File: config.mk
export PLATFORM = sky130hd
export DESIGN_NAME = fpadd_arbiter
export DESIGN_NICKNAME = d
export VERILOG_FILES = /design/src/rtl/fpadd_arbiter.sv
export SDC_FILE = /design/constraint.sdc
export NUM_CORES = 1
export LEC_CHECK = 0
export CAP_MARGIN = 25
export CORE_UTILIZATION = 42
export DETAILED_ROUTE_END_ITERATION = 8
export PLACE_DENSITY = 0.95
export REMOVE_ABC_BUFFERS = 1
export SLEW_MARGIN = 10
export SYNTH_ARGS = -nofsm -noshare
export SYNTH_HDL_FRONTEND = slang
export SYNTH_SLANG_ARGS = --single-unit
File: constraint.sdc
create_clock -name clk -period 4.3 [get_ports clk]
set_input_delay 1.075 -clock clk [delete_from_list [all_inputs] [get_ports clk]]
set_output_delay 1.075 -clock clk [all_outputs]
set_load 0.03 [all_outputs]
File: src/rtl/fpadd_arbiter.sv
// fpadd_arbiter: two-requester round-robin front end for one shared,
// fixed-latency single-precision FP adder.
//
// One transaction is in flight at a time. The states are IDLE (arbitrate and
// accept), LAUNCH (one-cycle fpu_start pulse), WAIT (LAT cycles for the adder)
// and RESP (hold the sum until the winner takes it). Operand and result bits
// pass through untouched; all IEEE handling lives in the adder.
//
// Parameters
//   LAT          adder latency, fpu_start cycle to valid fpu_result (1..7)
//
// Ports
//   clk, rst     clock; synchronous active-high reset
//   reqN_valid   requester N offers an operand pair (reqN_a, reqN_b)
//   reqN_ready   requester N is accepted this cycle (IDLE winner only)
//   rspN_valid   sum for requester N is available on rspN_data
//   rspN_ready   requester N takes the sum this cycle
//   rspN_data    sum for requester N; 0 while N is not the responder
//   fpu_a/fpu_b  operands to the shared adder
//   fpu_start    one-cycle launch pulse to the shared adder
//   fpu_result   adder sum, valid exactly LAT cycles after fpu_start
//   stat0_cnt,   saturating counts of completed response handshakes per
//   stat1_cnt    requester; present only with FPADD_ARB_STATS_EN defined
//
// Build option
//   FPADD_ARB_STATS_EN  adds the stat0_cnt/stat1_cnt outputs and counters.

module fpadd_arbiter #(
  parameter int unsigned LAT = 2
) (
  input  logic        clk,
  input  logic        rst,

  input  logic        req0_valid,
  output logic        req0_ready,
  input  logic [31:0] req0_a,
  input  logic [31:0] req0_b,

  input  logic        req1_valid,
  output logic        req1_ready,
  input  logic [31:0] req1_a,
  input  logic [31:0] req1_b,

  output logic        rsp0_valid,
  input  logic        rsp0_ready,
  output logic [31:0] rsp0_data,

  output logic        rsp1_valid,
  input  logic        rsp1_ready,
  output logic [31:0] rsp1_data,

  output logic [31:0] fpu_a,
  output logic [31:0] fpu_b,
  output logic        fpu_start,
`ifdef FPADD_ARB_STATS_EN
  output logic [15:0] stat0_cnt,
  output logic [15:0] stat1_cnt,
`endif
  input  logic [31:0] fpu_result
);

  typedef enum logic [1:0] {
    StIdle,
    StLaunch,
    StWait,
    StResp
  } state_e;

  localparam logic [2:0] LatCnt = 3'(LAT);

  state_e      state_q;
  logic        last_grant_q;  // requester granted most recently
  logic        winner_q;      // requester owning the transaction in flight
  logic [2:0]  wait_cnt_q;
  logic [31:0] op_a_q;
  logic [31:0] op_b_q;
  logic        fpu_start_q;
  logic        rsp0_valid_q;
  logic        rsp1_valid_q;
  logic [31:0] rsp0_data_q;
  logic [31:0] rsp1_data_q;

  logic        arb_win;
  logic        idle_ok;
  logic        accept;
  logic        rsp_hs;

  // Round-robin: a lone request wins outright; on a tie the requester not
  // granted last time wins.
  always_comb begin
    arb_win = 1'b0;
    if (req0_valid && req1_valid) begin
      arb_win = ~last_grant_q;
    end else begin
      arb_win = req1_valid;
    end
  end

  // Ready is combinational so an IDLE request is accepted in the same cycle;
  // it is masked during reset so no handshake can appear while rst is high.
  assign idle_ok    = (state_q == StIdle) && !rst;
  assign req0_ready = idle_ok && req0_valid && !arb_win;
  assign req1_ready = idle_ok && req1_valid && arb_win;

  assign accept = (req0_valid && req0_ready) || (req1_valid && req1_ready);
  assign rsp_hs = (rsp0_valid_q && rsp0_ready) || (rsp1_valid_q && rsp1_ready);

  always_ff @(posedge clk) begin
    if (rst) begin
      state_q      <= StIdle;
      last_grant_q <= 1'b1;  // requester 0 wins the first tie
      winner_q     <= 1'b0;
      wait_cnt_q   <= 3'd0;
      op_a_q       <= 32'd0;
      op_b_q       <= 32'd0;
      fpu_start_q  <= 1'b0;
      rsp0_valid_q <= 1'b0;
      rsp1_valid_q <= 1'b0;
      rsp0_data_q  <= 32'd0;
      rsp1_data_q  <= 32'd0;
    end else begin
      fpu_start_q <= 1'b0;
      unique case (state_q)
        StIdle: begin
          if (accept) begin
            winner_q     <= arb_win;
            last_grant_q <= arb_win;
            op_a_q       <= arb_win ? req1_a : req0_a;
            op_b_q       <= arb_win ? req1_b : req0_b;
            fpu_start_q  <= 1'b1;  // high for the whole LAUNCH cycle
            state_q      <= StLaunch;
          end
        end
        StLaunch: begin
          // The first WAIT cycle is cycle 1 after LAUNCH.
          wait_cnt_q <= 3'd1;
          state_q    <= StWait;
        end
        StWait: begin
          if (wait_cnt_q == LatCnt) begin
            wait_cnt_q   <= 3'd0;
            rsp0_valid_q <= ~winner_q;
            rsp1_valid_q <= winner_q;
            rsp0_data_q  <= winner_q ? 32'd0 : fpu_result;
            rsp1_data_q  <= winner_q ? fpu_result : 32'd0;
            state_q      <= StResp;
          end else begin
            wait_cnt_q <= wait_cnt_q + 3'd1;
          end
        end
        StResp: begin
          if (rsp_hs) begin
            rsp0_valid_q <= 1'b0;
            rsp1_valid_q <= 1'b0;
            rsp0_data_q  <= 32'd0;
            rsp1_data_q  <= 32'd0;
            state_q      <= StIdle;
          end
        end
        default: begin
          state_q <= StIdle;
        end
      endcase
    end
  end

  // Operands stay on the adder inputs from LAUNCH until the next accept.
  assign fpu_a      = op_a_q;
  assign fpu_b      = op_b_q;
  assign fpu_start  = fpu_start_q;
  assign rsp0_valid = rsp0_valid_q;
  assign rsp1_valid = rsp1_valid_q;
  assign rsp0_data  = rsp0_data_q;
  assign rsp1_data  = rsp1_data_q;

`ifdef FPADD_ARB_STATS_EN
  logic [15:0] stat0_q;
  logic [15:0] stat1_q;

  always_ff @(posedge clk) begin
    if (rst) begin
      stat0_q <= 16'd0;
      stat1_q <= 16'd0;
    end else begin
      if (rsp0_valid_q && rsp0_ready && (stat0_q != 16'hFFFF)) begin
        stat0_q <= stat0_q + 16'd1;
      end
      if (rsp1_valid_q && rsp1_ready && (stat1_q != 16'hFFFF)) begin
        stat1_q <= stat1_q + 16'd1;
      end
    end
  end

  assign stat0_cnt = stat0_q;
  assign stat1_cnt = stat1_q;
`endif

endmodule
==> results_dict.tcl <==
set metrics [dict create \
    setup_repair_after_global_routing_missed_its_margin "no" \
    nNetsFinal 1004 \
    worstSetupStartpointType "input port" \
    cts.htree.levels 4 \
    cts_post_setup_buffers_inserted 0 \
    first_pass_grt_wire_length_um 25700 \
    mappedNetlistArea_mm2 0.00543 \
    powerDensity_mw_per_mm2 495 \
    period_share_pct 85.1 \
    required_time_at_the_endpoint_of_the_critical_path_ps 3220 \
    cts_inserted_buffers 17 \
    floorplan.die_area_mm2 0.0134 \
    grt_pass1_vias 5172 \
    crit_buf_inv 2 \
    synth_sequential_area_ratio_pct 50.9 \
    initial_core_util_pct 43.0 \
    dr.pass1.iters 5 \
    clock_skew_ps 10.2 \
    via_count 5362 \
    drt-total-wl_um 17400 \
    relSlewSlack_pct 35.5 \
    cap_violations 0 \
    yosysUniqueCellTypes 34 \
    timing.hold.worst.class "flop to flop" \
    syn_avg_cell_area_um2 9.72 \
    initial_antenna_violation_count 0 \
    n_antenna_cell 0 \
    tightestPinTransition_ps 967 \
    drc_errors 0 \
    maximum_number_of_pins_on_one_net_before_global_route_repair 116 \
    fmaxAchievable_mhz 273 \
    drtIter0Drc 465 \
    cp-end-kind "output port" \
    core_area_mm2 0.0126 \
    worst_path_cell_trace "clkdlybuf4s50_1 > nand2_1 > nor3_1 > clkdlybuf4s50_1" \
    final_period_minus_worst_setup_slack_ps 3660 \
    largest_delay_share_family_worst_path "buffers and inverters" \
    post_drt_wl_per_cell_um 17.1 \
    critPathMaxStageDelay_ps 690 \
    cts_tree "built" \
    final.setup.worst_slack_ps 642 \
    clock_pin_slew_on_the_worst_setup_and_hold_paths_ps 60 \
    die_width_um 116 \
    timing.critical_path.mode_cell "clkdlybuf4s50_1" \
    clock_insertion_delay_worst_skew_ps 420 \
    detailed_place_hpwl_um 12500 \
    startpoint_to_endpoint_class_of_the_critical_path "input port to output port" \
    count_of_pins_over_their_slew_limit 0 \
    max-clock-path-buffers 2 \
    cts-resized-gates 0 \
    ys.warnings.count 0 \
    clock_sink_count 138 \
    synth_seq_cells 138 \
    grt_use_total_pct 25.2 \
    setup_viol 0 \
    io-pin-count 299 \
    cp.arrival_ps 2580 \
    crit_fanout 3 \
    detail_route.vias_per_cell 5.26 \
    row_count 41 \
    drive_gt1_share_pct 5.79 \
    buffer_type_at_the_clock_tree_root "clkbuf_16" \
    postSynthCellCount 558 \
    whs_ps 496 \
    outcome "finished clean" \
    critical-path-slowest-cell "clkdlybuf4s50_1" \
    hold_buffers 0 \
    die_h_um 116 \
    post-layout-total-power_mw 4.50 \
    place.gp.congestion 0.783 \
    flow.area_growth_from_synthesis_pct 67.4 \
    detailedPlace.worstSlack_ps 635 \
    hold_violations 0 \
    irDropWorstVdd_uv 302 \
    static-leakage-power_nw 3.29 \
    final_core_util_pct 72.0 \
    detail-route-antenna-nets 0 \
    grt_overflow_total 0 \
    port_buffers 298 \
]
==> where the power goes <==
part           internal, mW  total, mW  switching [mW]
sequential             1.46       1.57           0.107
clock                 0.883       1.47           0.587
combinational         0.639       1.47           0.827
total                  2.98       4.50            1.52
==> synth_stat cells, drive strengths merged <==
library cell | instances | area (um2)
dfxtp | 138 | 2760
nor2 | 134 | 503
a22oi | 65 | 488
a211oi | 64 | 480
mux2i | 64 | 641
buf | 26 | 151
clkbuf | 24 | 90.1
a21oi | 4 | 20.0
ha | 4 | 50.1
nand2 | 4 | 15.0
o21ai | 4 | 20.0
inv | 3 | 11.3
nor3 | 3 | 20.0
a21boi | 2 | 18.8
a31oi | 2 | 12.5
nand2b | 2 | 12.5
nand4 | 2 | 12.5
nor3b | 2 | 25.0
a211o | 1 | 8.76
a311oi | 1 | 8.76
a31o | 1 | 8.76
a32o | 1 | 10.0
and3b | 1 | 8.76
nand3 | 1 | 5.00
nand3b | 1 | 7.51
nand4bb | 1 | 11.3
nor2b | 1 | 6.26
nor4bb | 1 | 10.0
o211ai | 1 | 7.51
==> flip-flops by register name, summed over array words and instances, names as in the netlist, 2 cells and up <==
signal,cells
fpu_a,32
fpu_b,32
rsp0_data,32
rsp1_data,32
state_q,2
wait_cnt_q,3
==> layout by cell type, fill, tap and decap left out, types with 2 or more instances in the layout <==
cell and n:
clkdlybuf4s50_1 296, nand2b_1 2, clkinv_4 2, nand4_1 2
a22oi_1 65, ha_1 4, inv_1 3, nor2_1 134
buf_4 10, inv_6 5, o21ai_0 4, dfxtp_1 138
a211oi_1 64, a31oi_1 2, nor3_1 2, clkbuf_16 17
nand2_1 4, clkinvlp_4 3, mux2i_1 64, a21oi_1 4
nor3b_4 2, bufinv_16 2
==> final cells by class <==
type	instances	area, um2
clock buffers	18	439
fillers	867	3530
inverters	3	11.3
repair buffers	307	3060
well taps	172	215
clock inverters	14	160
flip-flops and latches	138	2760
multi-input cells	367	2440
==> layer usage <==
| layer | wire, um | vias to the layer above | share of wire [%] | track usage [%] |
|---|---|---|---|---|
| met5 | 0 | - | 0 | 0 |
| met1 | 6320 | 2487 | 36 | 25.5 |
| li1 | - | 2592 | - | - |
| met3 | 2010 | 43 | 12 | 11.7 |
| met4 | 681 | 0 | 3.9 | 13.3 |
| met2 | 8420 | 240 | 48 | 43.6 |
==> worst min-delay path: cells and delay by family (launching register included) <==
family           cells  cell delay [ps]
flip-flops           1              300
AND/OR/NAND/NOR      1               90
AO/OA/AOI/OAI        1               50
==> kinds of logic (layout without fill, tap and decap cells) <==
family | count (synthesis) | after routing | share of synthesized area, %
AO/OA/AOI/OAI | 146 | 146 | 20.0
multiplexers | 64 | 64 | 11.8
AND/OR/NAND/NOR | 153 | 153 | 11.7
adder cells (fa/ha/maj) | 4 | 4 | 0.922
flip-flops | 138 | 138 | 50.9
buffers and inverters | 53 | 342 | 4.66
==> worst paths after layout <==
check	depth (start not counted)	end	slack [ps]	start
setup / recovery	4	req0_ready	640	req0_valid
hold reg to reg	2	fpu_a[13]	500	fpu_a[13]
setup reg to reg	7	rsp1_data[27]	1900	state_q[0]
hold / removal	2	fpu_a[13]	500	fpu_a[13]
==> through the flow <==
step                cells  setup TNS, ps  cell area (um2)
finish               1019              0             9080
global route         1019              0             9080
CTS                  1019              0             9080
detailed placement    987              0             8490
global placement      987              0             8490
floorplan             508         -65150             5180
Power figures use the tool's default switching activity.
